--- src/rtl/mirq_trap_ctrl_if.sv ---
// Bundle of interrupt inputs, CSR views and the core-side trap handshake
// for the machine-level interrupt trap controller.
interface mirq_trap_ctrl_if #(
    parameter int CNT_WIDTH = 32
);
    logic                 irq_msip;
    logic                 irq_mtip;
    logic                 irq_meip;
    logic [31:0]          mie;
    logic                 mstatus_mie;
    logic                 trap_ack;
    logic                 mret;
    logic [31:0]          mip;
    logic                 trap_req;
    logic [3:0]           trap_cause;
    logic                 in_handler;
    logic [CNT_WIDTH-1:0] trap_count;

    // Interrupt sources, CSRs and core pipeline side.
    modport master (
        output irq_msip, irq_mtip, irq_meip, mie, mstatus_mie, trap_ack, mret,
        input  mip, trap_req, trap_cause, in_handler, trap_count
    );

    // Trap controller side.
    modport slave (
        input  irq_msip, irq_mtip, irq_meip, mie, mstatus_mie, trap_ack, mret,
        output mip, trap_req, trap_cause, in_handler, trap_count
    );
endinterface

--- src/rtl/mirq_trap_ctrl.sv ---
// Machine-level interrupt pending/arbitration stage behind the CLINT.
// Registers msip/mtip/meip, forms mip, masks with mie and mstatus.MIE,
// arbitrates 11 > 3 > 7 and holds a trap request until the core acks it
// or the latched source goes away. Residency is tracked until mret.
module mirq_trap_ctrl #(
    parameter int MEIP_SYNC_STAGES = 2,
    parameter int CNT_WIDTH        = 32
) (
    input  logic             clk,
    input  logic             reset,
    mirq_trap_ctrl_if.slave  bus
);
    // A setting of 0 still keeps one plain register, like msip/mtip.
    localparam int MEIP_FLOPS = (MEIP_SYNC_STAGES == 0) ? 1 : MEIP_SYNC_STAGES;

    localparam logic [31:0] IRQ_MASK   = 32'h0000_0888;
    localparam logic [3:0]  CAUSE_MSIP = 4'd3;
    localparam logic [3:0]  CAUSE_MTIP = 4'd7;
    localparam logic [3:0]  CAUSE_MEIP = 4'd11;

    typedef enum logic [1:0] {
        ST_IDLE    = 2'd0,
        ST_REQ     = 2'd1,
        ST_HANDLER = 2'd2
    } state_e;

    state_e                 state_q, state_d;
    logic [3:0]             cause_q, cause_d;
    logic [CNT_WIDTH-1:0]   count_q, count_d;

    logic                   msip_q;
    logic                   mtip_q;
    logic [MEIP_FLOPS-1:0]  meip_q;

    logic [31:0]            mip_w;
    logic [31:0]            pend;
    logic                   fire;
    logic [3:0]             win_cause;
    logic                   cause_pend;

    // Input registers; meip goes through a synchroniser chain since it is asynchronous.
    always_ff @(posedge clk) begin
        // NOTE: sequential state uses non-blocking assignments so every flop samples pre-edge values.
        if (reset) begin
            msip_q <= 1'b0;
            mtip_q <= 1'b0;
            meip_q <= '0;
        end else begin
            msip_q    <= bus.irq_msip;
            mtip_q    <= bus.irq_mtip;
            meip_q[0] <= bus.irq_meip;
            for (int i = 1; i < MEIP_FLOPS; i++) begin
                meip_q[i] <= meip_q[i-1];
            end
        end
    end

    // Pending view, enabled set and fixed-priority winner (11 > 3 > 7).
    always_comb begin
        // NOTE: every signal written here gets a default first, so no path can infer a latch.
        mip_w      = '0;
        mip_w[3]   = msip_q;
        mip_w[7]   = mtip_q;
        mip_w[11]  = meip_q[MEIP_FLOPS-1];
        pend       = mip_w & bus.mie & IRQ_MASK;
        fire       = (|pend) & bus.mstatus_mie;
        win_cause  = CAUSE_MTIP;
        if (pend[11]) begin
            win_cause = CAUSE_MEIP;
        end else if (pend[3]) begin
            win_cause = CAUSE_MSIP;
        end
        cause_pend = 1'b0;
        case (cause_q)
            CAUSE_MSIP: cause_pend = pend[3];
            CAUSE_MTIP: cause_pend = pend[7];
            CAUSE_MEIP: cause_pend = pend[11];
            default:    cause_pend = 1'b0;
        endcase
    end

    // State, latched cause and taken-trap counter.
    always_ff @(posedge clk) begin
        if (reset) begin
            state_q <= ST_IDLE;
            cause_q <= '0;
            count_q <= '0;
        end else begin
            state_q <= state_d;
            cause_q <= cause_d;
            count_q <= count_d;
        end
    end

    // Next-state logic: request on fire, ack beats withdrawal, mret ends residency.
    always_comb begin
        state_d = state_q;
        cause_d = cause_q;
        count_d = count_q;
        case (state_q)
            ST_IDLE: begin
                if (fire) begin
                    state_d = ST_REQ;
                    cause_d = win_cause;
                end
            end
            ST_REQ: begin
                if (bus.trap_ack) begin
                    state_d = ST_HANDLER;
                    count_d = count_q + CNT_WIDTH'(1);
                end else if (!cause_pend || !bus.mstatus_mie) begin
                    state_d = ST_IDLE;
                end
            end
            ST_HANDLER: begin
                if (bus.mret) begin
                    state_d = ST_IDLE;
                end
            end
            default: state_d = ST_IDLE;
        endcase
    end

    assign bus.mip        = mip_w;
    assign bus.trap_req   = (state_q == ST_REQ);
    assign bus.in_handler = (state_q == ST_HANDLER);
    assign bus.trap_cause = cause_q;
    assign bus.trap_count = count_q;

endmodule

--- src/flat_wrapper.sv ---
// flat-port wrapper written by rule: the top's interface ports become plain ports
module mirq_trap_ctrl_flat 
#(
    parameter int MEIP_SYNC_STAGES = 2,
    parameter int CNT_WIDTH        = 32
)
  (clk, reset, bus_irq_msip, bus_irq_mtip, bus_irq_meip, bus_mie, bus_mstatus_mie, bus_trap_ack, bus_mret, bus_mip, bus_trap_req, bus_trap_cause, bus_in_handler, bus_trap_count);
  mirq_trap_ctrl_if #(.CNT_WIDTH(CNT_WIDTH)) bus_i ();
  input  logic clk;
  input  logic reset;
  input wire logic [$bits(bus_i.irq_msip)-1:0] bus_irq_msip;
  input wire logic [$bits(bus_i.irq_mtip)-1:0] bus_irq_mtip;
  input wire logic [$bits(bus_i.irq_meip)-1:0] bus_irq_meip;
  input wire logic [$bits(bus_i.mie)-1:0] bus_mie;
  input wire logic [$bits(bus_i.mstatus_mie)-1:0] bus_mstatus_mie;
  input wire logic [$bits(bus_i.trap_ack)-1:0] bus_trap_ack;
  input wire logic [$bits(bus_i.mret)-1:0] bus_mret;
  output wire logic [$bits(bus_i.mip)-1:0] bus_mip;
  output wire logic [$bits(bus_i.trap_req)-1:0] bus_trap_req;
  output wire logic [$bits(bus_i.trap_cause)-1:0] bus_trap_cause;
  output wire logic [$bits(bus_i.in_handler)-1:0] bus_in_handler;
  output wire logic [$bits(bus_i.trap_count)-1:0] bus_trap_count;
  assign bus_i.irq_msip = bus_irq_msip;
  assign bus_i.irq_mtip = bus_irq_mtip;
  assign bus_i.irq_meip = bus_irq_meip;
  assign bus_i.mie = bus_mie;
  assign bus_i.mstatus_mie = bus_mstatus_mie;
  assign bus_i.trap_ack = bus_trap_ack;
  assign bus_i.mret = bus_mret;
  assign bus_mip = bus_i.mip;
  assign bus_trap_req = bus_i.trap_req;
  assign bus_trap_cause = bus_i.trap_cause;
  assign bus_in_handler = bus_i.in_handler;
  assign bus_trap_count = bus_i.trap_count;
  mirq_trap_ctrl #(.MEIP_SYNC_STAGES(MEIP_SYNC_STAGES), .CNT_WIDTH(CNT_WIDTH)) u_core (.clk(clk), .reset(reset), .bus(bus_i));
endmodule
--- config.mk ---
export PLATFORM = sky130hd
export DESIGN_NAME = mirq_trap_ctrl_flat
export DESIGN_NICKNAME = d
export VERILOG_FILES = /design/src/rtl/mirq_trap_ctrl_if.sv /design/src/rtl/mirq_trap_ctrl.sv /design/src/flat_wrapper.sv
export SDC_FILE = /design/constraint.sdc
export NUM_CORES = 1
export LEC_CHECK = 0
export CORE_AREA = 2 2 90 92
export DETAILED_ROUTE_END_ITERATION = 10
export DIE_AREA = 0 0 92 94
export PLACE_DENSITY = 0.63
export SLEW_MARGIN = 20
export SYNTH_ARGS = -nofsm -noshare
export SYNTH_HDL_FRONTEND = slang
export SYNTH_SLANG_ARGS = --single-unit
--- constraint.sdc ---
create_clock -name clk -period 1.9 [get_ports clk]
set_input_delay 0.38 -clock clk [delete_from_list [all_inputs] [get_ports clk]]
set_output_delay 0.38 -clock clk [all_outputs]
set_load 0.01 [all_outputs]
; Word-level counts from Yosys, hierarchy flattened
; Index checks and enable logic that the tools add are counted.
[op_classes]
addsub = 1
n_eq_ne = 8
n_mux = 8
bitwise = 2
reduce_logical = 8
[ops]
columns = operator, n
row1 = "adder 32 x 1 -> 32 bit, second input constant", 1
row2 = bitwise AND 12 bit, 1
row3 = 2-to-1 mux 2 bit, 4
row4 = one-hot mux 2 bit (3 select lines), 1
row5 = "== test 4 x 2 -> 1 bit, second input constant", 1
row6 = "== test 4 x 3 -> 1 bit, second input constant", 1
row7 = "== test 4 bit, second input constant", 1
row8 = 2-to-1 mux 4 bit, 1
row9 = AND reduction 2 bit, 2
row10 = 2-to-1 mux 3 bit, 1
row11 = "!= test 3 x 2 -> 1 bit, second input constant", 1
row12 = one-hot mux 1 bit (3 select lines), 1
row13 = AND reduction 3 bit, 1
row14 = OR reduction 3 bit, 1
row15 = "== test 2 x 1 -> 1 bit, second input constant", 1
row16 = "== test 2 bit, second input constant", 1
row17 = logical NOT 1 bit, 2
row18 = logical NOT 2 bit, 1
row19 = "!= test 2 x 1 -> 1 bit, second input constant", 1
row20 = "!= test 2 bit, second input constant", 1
row21 = bitwise AND 1 bit, 1
row22 = logical OR 1 bit, 1
[word_totals]
register_bits = 42
inputBits = 40
output_inout_bits = 70
word_cells = 33

; Depth between registers and ports, before layout
[depth]
ltp_word = 7
mapped_depth = 7
mapped_depth_nobuf = 5

; Least setup slack after synthesis
; OpenSTA, ideal clock, no wires.
[synth_path]
path_kind = register -> register
start = reg u_core.count_q[5] (netlist: u_core.bus.trap_count[5])
end = reg u_core.count_q[31] (netlist: u_core.bus.trap_count[31])
setup_ns = 0.121
arrival_time_ns = 1.897
required_time_ns = 1.779
setup_slack_ns = -0.117
stages_incl_launch_ff = 6
path_buffers = 1
synth_period_minus_slack_ns = 2.017
cell_sequence = dfxtp_1 -> nand4_2 -> or4_4 -> buf_6 -> nor4_1 -> mux2_2
[synth_via]
elab_chain_cells = 1
[synth_lines]
columns = element, line
row1 = start: declaration, mirq_trap_ctrl.sv:29  ; logic [CNT_WIDTH-1:0] count_q, count_d;
row2 = start signal: assignment, mirq_trap_ctrl.sv:91  ; count_q <= count_d;
row3 = adder 32 x 1 -> 32 bit, mirq_trap_ctrl.sv:110  ; count_d = count_q + CNT_WIDTH'(1);
; No other way between the ends.
; A chain may end at the register's enable or synchronous reset.

; Worst setup path in the final report
[layout_path]
start = reg u_core.count_q[16] (netlist: u_core.bus.trap_count[16])
end = reg u_core.count_q[24] (netlist: u_core.bus.trap_count[24])
; The elaborated chain is that of the path after synthesis.

==> flow_metrics.py <==
metrics = {
    "job": {
        "max_cap_viol_count": 0,
    },
    "floorplan": {
        "dieWidth_um": 92,
        "die_area_um2": 8650,
        "core_area_um2": 7610,
        "pin_count": 110,
        "die_h_um": 94,
        "fp-row-count": 32,
        "start_util_pct": 27.5,
    },
    "worst_setup_path": {
        "path_buf_inv": 1,
        "cp_slowest_cell": "or4_4",
        "crit_chain": "nand4_1, or4_4, buf_8, or4_1, a21oi_2",
        "path_delay_family": "simple AND/OR/NAND/NOR gates",
        "path_max_fanout": 11,
        "rrSetupSlack_ps": -10,
        "worstSetupEndpointType": "flop",
        "required_ps": 2130,
        "worst_ep_arrival_time_ps": 2140,
        "regToRegStartpoint": "u_core.bus.trap_count[16]",
        "reg2reg_depth": 5,
        "cpPeakStageDelay_ps": 560,
        "cp-start-kind": "flop",
        "regToRegEndpoint": "u_core.bus.trap_count[24]",
        "critPathKind": "reg2reg",
    },
    "detailed_routing": {
        "vias_per_cell": 4.59,
        "antenna_left": 0,
        "drt-initial-drc-count": 93,
        "wl_mm": 5.31,
        "drc": 0,
        "dr.pass1.iters": 4,
        "avgRoutedWirePerCell_um": 12.1,
        "vias": 2011,
    },
    "global_routing": {
        "antenna_found_initial": 0,
        "grt_overflow": 0,
        "grtUsageMet1_pct": 14.6,
        "grt_pass1_vias": 1924,
        "grt_busiest_layer": "met2",
        "grtUsageMet2_pct": 22.9,
        "grt_pass1_wl_mm": 8.87,
        "grt_max_degree": 22,
        "groute.usage.overall_pct": 12.5,
        "grt_use_met3_pct": 2.41,
    },
    "clocking": {
        "clockRootBuffer": "clkbuf_8",
        "cts_sinks": 41,
        "insertion_delay_ps": 290,
        "clk_pin_slew_ps": 90,
        "tritoncts": "done",
        "h-tree-depth": 2,
        "cts_buffers": 5,
        "cts_hold_buffers": 0,
        "cts_buffer_depth": 2,
    },
    "synthesis": {
        "synth_area_leaders": "dfxtp_1, buf_4, a21oi_1, or4_1, o31ai_1",
        "synth_cells": 247,
        "synth_top_family_by_area": "simple AND/OR/NAND/NOR gates",
        "netlist_area_um2": 2100,
        "synth_xor_area_share_pct": 3.76,
        "netlist.area_leader.share_pct": 39.2,
        "synth-seq-cells": 41,
        "synthAdderAreaFrac_pct": 0.597,
        "ys_warn_count": 0,
        "ys_types": 36,
        "synth-simple-area-share_pct": 24.9,
        "synth_mux_area_share_pct": 1.55,
        "seq_area_frac_synth_pct": 39.2,
        "avgSynthCellArea_um2": 8.48,
        "synth_compound_area_share_pct": 14.0,
        "yosys.area.top_type": "dfxtp_1",
    },
    "worst_hold_path": {
        "holdPathEnd": "u_core.meip_q[1]",
        "hold_depth": 1,
        "min-delay-start": "u_core.meip_q[0]",
        "min_path_type": "reg2reg",
    },
    "timing": {
        "timing.final.crit_share_pct": 101,
        "hold_viol_final": 0,
        "min_period_ps": 1910,
        "worst_slack_ps": -10.0,
        "setup_viol": 1,
        "finalClockSkew_ps": 12.0,
        "clock.fmax_mhz": 524,
        "slew_viol_final": 0,
        "rsz0062_at_grt": "yes",
    },
    "final_layout": {
        "area_delta_synth_final_pct": 48.1,
        "num_antenna_cells": 0,
        "nets": 376,
        "drive_above_1_share_pct": 24.1,
        "final_area_um2": 3100,
    },
    "placement": {
        "io_buffers": 51,
        "placed_area_um2": 2860,
        "gp_congestion": 0.774,
        "dp_hpwl_mm": 3.72,
        "pre_cts_ws_ps": -499,
    },
    "power": {
        "irDropWorstVdd_v": 0.000265,
        "power_density_nw_per_um2": 558,
        "totalPowerFinal_mw": 1.73,
        "p_leak_nw": 1.20,
    },
    "status": {
        "status": "finished with violations",
        "violations": "negative setup slack",
    },
}
==> synth_stat cells (all sizes together) <==
master and count:
a31oi 1, buf 35, nor3 4, ha 1
a22oi 1, or4 16, nand4 5, mux2i 1
nand2b 1, xor2 3, and3 2, nor2 15
nor4 2, inv 9, dfxtp 41, or3 8
mux2 2, conb 1, a211oi 1, nand2 14
o21ai 9, o31ai 13, and4b 1, xnor2 6
clkbuf 9, nor2b 7, nand4b 1, and4 2
a2111oi 1, a21oi 24, nand3 11
==> through the flow <==
stage / hold slack, ps / utilization [%] / std cells / TNS, ps
6_report: 441 / 40.8 / 438 / -10.0
5_1_grt: 470 / 40.8 / 438 / -424
4_1_cts: 443 / 40.3 / 438 / -6.50
3_5_place_dp: 424 / 37.5 / 423 / -8720
3_3_place_gp: 419 / 37.5 / 423 / -8000
2_1_floorplan: 414 / - / 275 / -2.39
==> final cells by class <==
| class | instances | area, µm² |
|---|---|---|
| Clock buffer | 6 | 82.6 |
| Inverter | 9 | 33.8 |
| Timing Repair Buffer | 96 | 868 |
| Clock inverter | 2 | 37.5 |
| Tap cell | 102 | 128 |
| Fill cell | 759 | 4500 |
| Multi-Input combinational cell | 182 | 1110 |
| Sequential cell | 41 | 841 |
==> state kept, by name (all words and copies together), names as in the netlist <==
register and flops:
u_core.mtip_q 1, u_core.msip_q 1, u_core.bus.trap_cause 3, u_core.state_q 2, u_core.bus.trap_count 32, u_core.meip_q 2
==> power by group <==
part | total, mW | leakage, nW | switching (mW) | internal (mW)
Clock | 0.738 | 0.0574 | 0.311 | 0.427
Sequential | 0.874 | 0.339 | 0.00710 | 0.867
Combinational | 0.121 | 0.803 | 0.0671 | 0.0544
Total | 1.73 | 1.20 | 0.385 | 1.35
==> metal layers <==
metal / vias up / routed length [µm]
met3: 7 / 242
met4: 0 / 72
met1: 944 / 2330
met2: 60 / 2660
li1: 1000 / -
met5: - / 0
==> kinds of logic after synthesis <==
kind of cell,count (synthesis)
muxes,3
other,1
adders and majority gates,1
and+or+nand+nor,89
AOI/OAI and AO/OA,50
xor gates and xnor gates,9
buffers and inverters,53
DFF,41
==> cell usage in the layout (no fill, tap or decap), drive strengths merged, types with 7 or more instances in the layout <==
cell | netlist | final
a21oi | 24 | 24
buf | 35 | 45
clkdlybuf4s50 | 0 | 48
conb | 1 | 29
dfxtp | 41 | 41
inv | 9 | 9
nand2 | 14 | 14
nand3 | 11 | 11
nor2 | 15 | 15
nor2b | 7 | 7
o21ai | 9 | 9
o31ai | 13 | 13
or3 | 8 | 8
or4 | 16 | 17
==> what timing repair did <==
action                                  in CTS  in global routing
endpoints found under the setup margin      19                 13
gates resized for setup                     11                 10
pin swaps                                    3                  5
gates cloned                                 2                  0
buffers inserted                             5                  0
hold endpoints to repair                     0                  0
==> how the worst max path moves through the flow <==
stage,to,slack [ps],from,cells past startpoint
after CTS,u_core.bus.trap_count[24],-6,u_core.bus.trap_count[7],5
after global routing,u_core.bus.trap_count[14],-80,u_core.bus.trap_count[0],7
final,u_core.bus.trap_count[24],-10,u_core.bus.trap_count[16],5
after global placement,u_core.bus.trap_count[31],-480,bus_trap_ack,5
after detailed placement,u_core.bus.trap_count[19],-500,bus_trap_ack,5
after floorplan,u_core.bus.trap_count[31],-2,u_core.bus.trap_count[5],5
No activity file was read; power rests on OpenSTA's default activity.
